### src/rtl/dut.sv
// Streaming predicate unit: compares or tests two signed column elements per cycle and
// emits a registered mask bit, with an optional running ANY/ALL reduction.
module dut #(
    parameter int NUM_SIZE      = 32,
    parameter int CMD_SIZE_LOG2 = 3
) (
    input  logic                            clk,
    input  logic                            reset,
    input  logic signed [NUM_SIZE-1:0]      in1,
    input  logic signed [NUM_SIZE-1:0]      in2,
    input  logic [(2**CMD_SIZE_LOG2)-1:0]   cmd,
    output logic                            out
);

    localparam int CMD_W = 2**CMD_SIZE_LOG2;

    localparam logic [3:0] OP_NOP   = 4'd0;
    localparam logic [3:0] OP_EQ    = 4'd1;
    localparam logic [3:0] OP_NE    = 4'd2;
    localparam logic [3:0] OP_LT    = 4'd3;
    localparam logic [3:0] OP_LE    = 4'd4;
    localparam logic [3:0] OP_GT    = 4'd5;
    localparam logic [3:0] OP_GE    = 4'd6;
    localparam logic [3:0] OP_ISNA  = 4'd7;
    localparam logic [3:0] OP_NOTNA = 4'd8;
    localparam logic [3:0] OP_ANDNZ = 4'd9;
    localparam logic [3:0] OP_NEG   = 4'd10;
    localparam logic [3:0] OP_ZERO  = 4'd11;
    localparam logic [3:0] OP_ABSLT = 4'd12;

    localparam logic [1:0] MODE_ANY = 2'b01;
    localparam logic [1:0] MODE_ALL = 2'b10;

    localparam logic [NUM_SIZE-1:0] NA_VALUE = {1'b1, {(NUM_SIZE-1){1'b0}}};

    logic [3:0]          w_op;
    logic [1:0]          w_mode;
    logic                w_invert;
    logic                w_restart;
    logic                w_na1;
    logic                w_na2;
    logic                w_any_na;
    logic [NUM_SIZE-1:0] w_mag1;
    logic [NUM_SIZE-1:0] w_mag2;
    logic                w_raw;
    logic                w_r;
    logic                w_any_next;
    logic                w_all_next;
    logic                w_out_next;

    logic                r_out;
    logic                r_acc_any;
    logic                r_acc_all;

    assign w_op      = cmd[3:0];
    assign w_mode    = cmd[5:4];
    assign w_invert  = cmd[6];
    assign w_restart = cmd[7];

    generate
        if (CMD_W > 8) begin : g_cmd_hi
            logic w_unused_cmd_hi;
            assign w_unused_cmd_hi = ^cmd[CMD_W-1:8];
        end
    endgenerate

    assign w_na1    = (in1 == NA_VALUE);
    assign w_na2    = (in2 == NA_VALUE);
    assign w_any_na = w_na1 | w_na2;

    // Negating the most negative value wraps to itself, which is its correct unsigned magnitude.
    assign w_mag1 = in1[NUM_SIZE-1] ? (~in1 + 1'b1) : in1;
    assign w_mag2 = in2[NUM_SIZE-1] ? (~in2 + 1'b1) : in2;

    always_comb begin
        w_raw = 1'b0;
        case (w_op)
            OP_NOP:   w_raw = 1'b0;
            OP_EQ:    w_raw = !w_any_na && (in1 == in2);
            OP_NE:    w_raw = w_any_na || (in1 != in2);
            OP_LT:    w_raw = !w_any_na && (in1 <  in2);
            OP_LE:    w_raw = !w_any_na && (in1 <= in2);
            OP_GT:    w_raw = !w_any_na && (in1 >  in2);
            OP_GE:    w_raw = !w_any_na && (in1 >= in2);
            OP_ISNA:  w_raw = w_na1;
            OP_NOTNA: w_raw = !w_na1;
            OP_ANDNZ: w_raw = ((in1 & in2) != '0);
            OP_NEG:   w_raw = !w_na1 && in1[NUM_SIZE-1];
            OP_ZERO:  w_raw = (in1 == '0);
            OP_ABSLT: w_raw = !w_any_na && (w_mag1 < w_mag2);
            default:  w_raw = 1'b0;
        endcase
    end

    assign w_r = w_raw ^ w_invert;

    // Restart seeds the accumulator with its identity so the current element still counts.
    always_comb begin
        w_any_next = r_acc_any;
        w_all_next = r_acc_all;
        w_out_next = w_r;
        case (w_mode)
            MODE_ANY: begin
                w_any_next = (w_restart ? 1'b0 : r_acc_any) | w_r;
                w_out_next = w_any_next;
            end
            MODE_ALL: begin
                w_all_next = (w_restart ? 1'b1 : r_acc_all) & w_r;
                w_out_next = w_all_next;
            end
            default: begin
                w_out_next = w_r;
            end
        endcase
    end

    always_ff @(posedge clk or negedge reset) begin
        if (!reset) begin
            r_out     <= 1'b0;
            r_acc_any <= 1'b0;
            r_acc_all <= 1'b1;
        end else begin
            r_out     <= w_out_next;
            r_acc_any <= w_any_next;
            r_acc_all <= w_all_next;
        end
    end

    assign out = r_out;

endmodule

### config.mk
export PLATFORM = sky130hd
export DESIGN_NAME = dut
export DESIGN_NICKNAME = d
export VERILOG_FILES = /design/src/rtl/dut.sv
export SDC_FILE = /design/constraint.sdc
export NUM_CORES = 1
export LEC_CHECK = 0
export CAP_MARGIN = 20
export CORE_ASPECT_RATIO = 0.9
export CORE_MARGIN = 1
export CORE_UTILIZATION = 49
export CTS_BUF_LIST = sky130_fd_sc_hd__clkbuf_8
export DETAILED_ROUTE_END_ITERATION = 10
export GPL_ROUTABILITY_DRIVEN = 0
export GPL_TIMING_DRIVEN = 0
export PLACE_DENSITY_LB_ADDON = 0.3
export SYNTH_ARGS = -nofsm -noshare
export SYNTH_HDL_FRONTEND = slang
export SYNTH_SLANG_ARGS = --single-unit
### constraint.sdc
create_clock -name clk -period 1.1 [get_ports clk]
set_clock_uncertainty 0.15 [all_clocks]
set_input_delay 0.275 -clock clk [delete_from_list [all_inputs] [get_ports clk]]
set_output_delay 0.275 -clock clk [all_outputs]
set_load 0.01 [all_outputs]
Word-level counts from Yosys, hierarchy flattened
Cells that the tools add are included.
Operators by class
  $add $sub $neg: 2
  order comparisons: 5
  equal/unequal tests: 18
  multiplexer cells: 6
  bitwise gates (word level): 7
  reductions and logical operators: 12
Operator list (count)
  32-bit by 1-bit adder with 32-bit output (second input constant): 2
  32-bit == test (second input constant): 2
  32-bit less-than comparator: 2
  32-bit 2-to-1 mux: 2
  32-bit NOT: 2
  32-bit bitwise AND: 1
  32-bit == test: 1
  32-bit greater-or-equal comparator: 1
  32-bit > comparator: 1
  32-bit <= comparator: 1
  32-bit logical NOT: 1
  32-bit != test: 1
  32-bit nonzero test: 1
  4-bit == test (second input constant): 5
  4-bit by 3-bit == test with 1-bit output (second input constant): 4
  1-bit one-hot mux with 12 select lines: 1
  4-bit by 2-bit == test with 1-bit output (second input constant): 2
  1-bit logical AND: 7
  4-bit by 1-bit == test with 1-bit output (second input constant): 1
  2-bit by 1-bit == test with 1-bit output (second input constant): 1
  2-bit == test (second input constant): 1
  1-bit logical NOT: 2
  1-bit 2-to-1 mux: 2
  1-bit OR: 2
  other kinds (4): 4
Storage, ports and cells
  bits in registers: 3
  output and inout port bits: 1
  word-level logic and storage cells: 53

Logic depth before layout (Yosys ltp)
Gate-level depths: netlist (run 1).
  word-level depth: 9
  gate-level depth with buffers: 19
  gate-level depth less buffers: 19

Least setup slack after synthesis (run 1)
Ideal clock, no wire load.
  path kind: in2reg
  start point: input port in2[6]
  end point: register r_acc_any
  library setup time: 121 ps
  data arrival time: 4321 ps
  data required time: 829 ps
  slack: -3492 ps
  cell stages on the path: 18
  buffers on the path: 0
  cells stage by stage: or4_1 -> nand2b_1 -> nor3_2 -> nand4_1 -> or4_1 -> or3_4 -> or2_1 -> ha_1 -> a21oi_1 -> nor4bb_1 -> o21ai_1 -> a2111oi_0 -> o311a_1 -> o2bb2ai_1 -> o21ai_0 -> nand4_2 -> xor2_1 -> a22o_1
On the way
  cells in the longest elaborated chain, start to end: 8
Ends and longest elaborated chain
  start: declaration: RTL line 10  | input logic signed [NUM_SIZE-1:0] in2,
  32-bit NOT: RTL line 73  | assign w_mag2 = in2[NUM_SIZE-1] ? (~in2 + 1'b1) : in2;
  32-bit by 1-bit adder with 32-bit output: RTL line 73
  32-bit 2-to-1 mux: RTL line 73
  32-bit less-than comparator: RTL line 90  | OP_ABSLT: w_raw = !w_any_na && (w_mag1 < w_mag2);
  1-bit logical AND: RTL line 90
  1-bit one-hot mux with 12 select lines (*): RTL line 77  | case (w_op)
  1-bit bitwise XOR (*): RTL line 95  | assign w_r = w_raw ^ w_invert;
  1-bit OR (*): RTL line 104  | w_any_next = (w_restart ? 1'b0 : r_acc_any) | w_r;
  end signal: assignment: RTL line 124  | r_acc_any <= w_any_next;
  end: declaration: RTL line 52  | logic r_acc_any;
Every way passes the cells marked *; elsewhere a longest branch is shown, timed or not.
A chain may end at the register's enable or synchronous reset.

Worst setup path after layout (run 1)
  start point: input port in1[11]
  end point: register r_out, in the netlist out
On the way
  cells in the longest elaborated chain, start to end: 9
Ends and longest elaborated chain
  start: declaration: RTL line 9  | input logic signed [NUM_SIZE-1:0] in1,
  32-bit NOT: RTL line 72  | assign w_mag1 = in1[NUM_SIZE-1] ? (~in1 + 1'b1) : in1;
  32-bit by 1-bit adder with 32-bit output: RTL line 72
  32-bit 2-to-1 mux: RTL line 72
  32-bit less-than comparator: RTL line 90
  1-bit logical AND: RTL line 90
  1-bit one-hot mux with 12 select lines (*): RTL line 77
  1-bit bitwise XOR (*): RTL line 95
  1-bit bitwise AND / 1-bit OR (equally long branches): RTL line 108, 104
  1-bit one-hot mux with 2 select lines (*): RTL line 102  | case (w_mode)
  net w_out_next: RTL line 49  | logic w_out_next;
  end signal: assignment: RTL line 123  | r_out <= w_out_next;
  end: declaration: RTL line 51  | logic r_out;
The timed path passes the listed nets; every way through them passes the cells marked *.

==> results.sh, run 1 <==
export IMPL_numClockSinks=3
export IMPL_syn_nets=650
export IMPL_rsz0062_at_grt="yes"
export IMPL_p_per_area_mw_per_mm2=489
export IMPL_worstPathMaxFanout=5
export IMPL_start_util_pct=51.5
export IMPL_switching_share_pct=46.6
export IMPL_synth_seq_cells=3
export IMPL_insertion_delay_ns=0.21
export IMPL_ios=75
export IMPL_htree_num_levels=1
export IMPL_final_max_slew_viol_count=0
export IMPL_nFillCells=564
export IMPL_post_route_cells_drive_above_1_share_pct=15.3
export IMPL_wire_per_inst_um=18.1
export IMPL_die_area_mm2=0.00787
export IMPL_syn_avg_cell_area_um2=7.72
export IMPL_clock_fmax_ghz=0.222
export IMPL_hold_worst_slack_ns=0.100
export IMPL_drt_iter0_drc=232
export IMPL_postRouteAntennaNets=0
export IMPL_max_cap_violations=0
export IMPL_core_area_mm2=0.00715
export IMPL_root_buffer="clkbuf_8"
export IMPL_violations="negative setup slack"
export IMPL_fp_row_count=29
export IMPL_grtUsageTotal_pct=29.1
export IMPL_synth_area_mm2=0.00368
export IMPL_crit_path_start_kind="primary input"
export IMPL_yosysWarnings=0
export IMPL_final_area_mm2=0.00503
export IMPL_cts_path_max_buffers=2
export IMPL_async_flop_share_pct=100
export IMPL_grt_pass1_vias=4069
export IMPL_dieHeight_um=84.2
export IMPL_pwr_share_seq_pct=6.2
export IMPL_antenna_cells=0
export IMPL_finalCritPeriodShare_pct=409
export IMPL_fin_crit_ns=4.50
export IMPL_seq_area_um2=76.3
export IMPL_drt_pre_antenna_iters=5
export IMPL_p_comb_share_pct=81.3
export IMPL_crit_type="in2reg"
export IMPL_p_leak_nw=2.23
export IMPL_tightest_slew_ns=0.857
export IMPL_grt_max_degree=11
export IMPL_fin_ws_ns=-3.40
export IMPL_hold_class="in2async"
export IMPL_peakVddDrop_mv=0.860
export IMPL_outcome="complete, but fails checks"
export IMPL_cts_tree="yes"
export IMPL_area_growth_pct=36.6
export IMPL_placed_cell_area_mm2=0.00455
export IMPL_p_int_w=0.00131
export IMPL_synthCells=477
export IMPL_finalHoldViolCount=0
export IMPL_multiInputGateArea_mm2=0.00372
export IMPL_synth_edf_count=0
export IMPL_via_count=4165
export IMPL_ys_dominant_reg_cell="dfrtp_1"
export IMPL_die_w_um=93.4
export IMPL_end_kind="flip-flop"
export IMPL_hpwlAfterDp_um=9190
export IMPL_vias_per_cell=6.23
export IMPL_setup_viol=4
export IMPL_postRouteWirelength_um=12100
export IMPL_antenna_found_initial=0
export IMPL_port_buffers=73
export IMPL_synth_seq_area_share_pct=2.07
export IMPL_overflow=0
export IMPL_cp_arrival_ns=4.43
export IMPL_total_power_w=0.00246
export IMPL_yosysUniqueCellTypes=60
export IMPL_path_clk_slew_ns=0.03
export IMPL_drc_errors=0
export IMPL_p_clk_share_pct=12.5
export IMPL_cp_required_ns=1.03
export IMPL_switching_power_w=0.00115
export IMPL_grt_pass1_wl_um=18600
export IMPL_cts_buffers=3
export IMPL_max_slew_margin_pct=42.4
export IMPL_num_nets_final=750
==> power by group through the flow <==
stage / Combinational (W) / Sequential (W) / Clock, W
finish: 0.00200 / 0.000154 / 0.000307
detailed placement: 0.00183 / 0.000156 / 0
global route: 0.00220 / 0.000157 / 0.000324
global placement: 0.00175 / 0.000156 / 0
floorplan: 0.00111 / 0.000157 / 0
CTS: 0.00185 / 0.000154 / 0.000311
==> Yosys cell counts, types with 3 or more instances <==
cell	count	area share (%)
o31ai_1	17	3.5
o2bb2ai_1	3	0.71
nor3_1	6	0.82
o21ai_0	28	3.8
ha_1	99	34
a21oi_1	24	3.3
inv_1	41	4.2
or4_1	4	0.82
nor2_1	16	1.6
a21o_1	9	1.8
xnor2_1	60	14
nand3_1	12	1.6
nand4_1	18	3.1
o211ai_1	3	0.61
nand2b_1	6	1.0
nor2b_1	4	0.68
or3_1	6	1.0
o21a_1	4	0.82
a221oi_1	4	0.95
o41ai_1	10	2.4
nor4_1	12	2.0
nand2_1	34	3.5
clkbuf_1	7	0.71
o21ai_1	5	0.68
==> layer usage <==
| layer | vias up | global-route usage [%] | share of wire (%) |
|---|---|---|---|
| met3 | 36 | 3.17 | 7.4 |
| li1 | 1981 | - | - |
| met2 | 194 | 51.1 | 48 |
| met4 | 0 | 9.51 | 2.5 |
| met1 | 1954 | 36.9 | 42 |
| met5 | - | 0 | 0 |
==> area by class of cell <==
| type | count | area share, % |
|---|---|---|
| Multi-Input combinational cell | 424 | 74.0 |
| Inverter | 41 | 3.06 |
| Sequential cell | 3 | 1.52 |
| Timing Repair Buffer | 95 | 17.5 |
| Tap cell | 93 | 2.31 |
| Clock inverter | 1 | 0.0746 |
| Clock buffer | 3 | 0.821 |
| Buffer | 9 | 0.672 |
==> worst max-delay path: stages <==
cell,delay (ns)
buf_2,0.14
or4_4,0.58
or4_4,0.54
or3_4,0.37
inv_2,0.10
nand2_4,0.08
o31ai_4,0.22
xnor2_1,0.10
ha_1,0.32
nand2_1,0.09
or3_4,0.40
nor2_4,0.11
a2111oi_2,0.07
o311a_1,0.18
o2bb2ai_4,0.16
a211o_1,0.31
nor4b_2,0.26
o32ai_2,0.14
==> layout by cell type (no fill, tap or decap), types with 6 or more instances in the layout <==
cell type / count
o21ai_0: 25
or3_4: 6
nor4_1: 10
o41ai_1: 7
buf_4: 21
xnor2_1: 58
nand2_1: 33
nand3_1: 11
ha_1: 98
o31ai_1: 13
inv_1: 39
nand4_1: 18
clkbuf_1: 7
clkdlybuf4s50_1: 56
nor2_1: 12
a21oi_1: 22
a21o_1: 9
==> state kept, by name (all words and copies together) (netlist names) <==
register,flops
out,1
r_acc_all,1
r_acc_any,1
==> final timing paths <==
kind                       startpoint   endpoint  slack (ns)  depth (start not counted)
max                           in1[11]        out       -3.40                         18
min                             reset  r_acc_any        0.10                          1
max reg2reg                 r_acc_any        out       -0.31                          3
min reg2reg                 r_acc_any  r_acc_any        0.34                          1
max in group asynchronous       reset  r_acc_all        0.48                          1
min in group clk            r_acc_any  r_acc_any        0.34                          1
==> timing repair <==
action / 4_1_cts / 5_1_grt
pin swaps: 18 / 28
hold endpoints to repair: 0 / 0
setup endpoints to repair: 4 / 4
gates resized for setup: 54 / 51
buffers inserted: 12 / 10
hold buffers: 0 / 0
==> logic make-up (layout without fill, tap and decap cells) <==
kind of cell    Yosys count  in the layout  share of synthesized area, %
compound gates          124            124                          22.9
fa+ha+maj                99             99                          33.6
mux                       2              2                         0.544
xor+xnor                 61             61                          14.5
buf+inv                  50            149                          5.10
simple gates            138            138                          21.2
flops                     3              3                          2.07
==> per-stage QoR <==
stage	setup TNS (ns)	utilization (%)	instances	setup slack, ns
after floorplan	-9.86	-	477	-3.31
after global placement	-13.37	63.7	643	-4.44
after detailed placement	-13.39	63.7	643	-4.44
after CTS	-10.59	66.7	659	-3.57
after global routing	-10.40	70.4	669	-3.50
final	-10.05	70.4	669	-3.40
Power figures use the tool's default switching activity.
==> run 2: changes to the inputs <==
- SLEW_MARGIN: unset -> 20
==> results of run 2 <==
No change in the layout: final DEF, timing and power equal those of run 1.
==> run 3: changes to the inputs <==
- SLEW_MARGIN: 20 -> 0
==> results of run 3 <==
No change in the layout: final DEF, timing and power equal those of run 1.
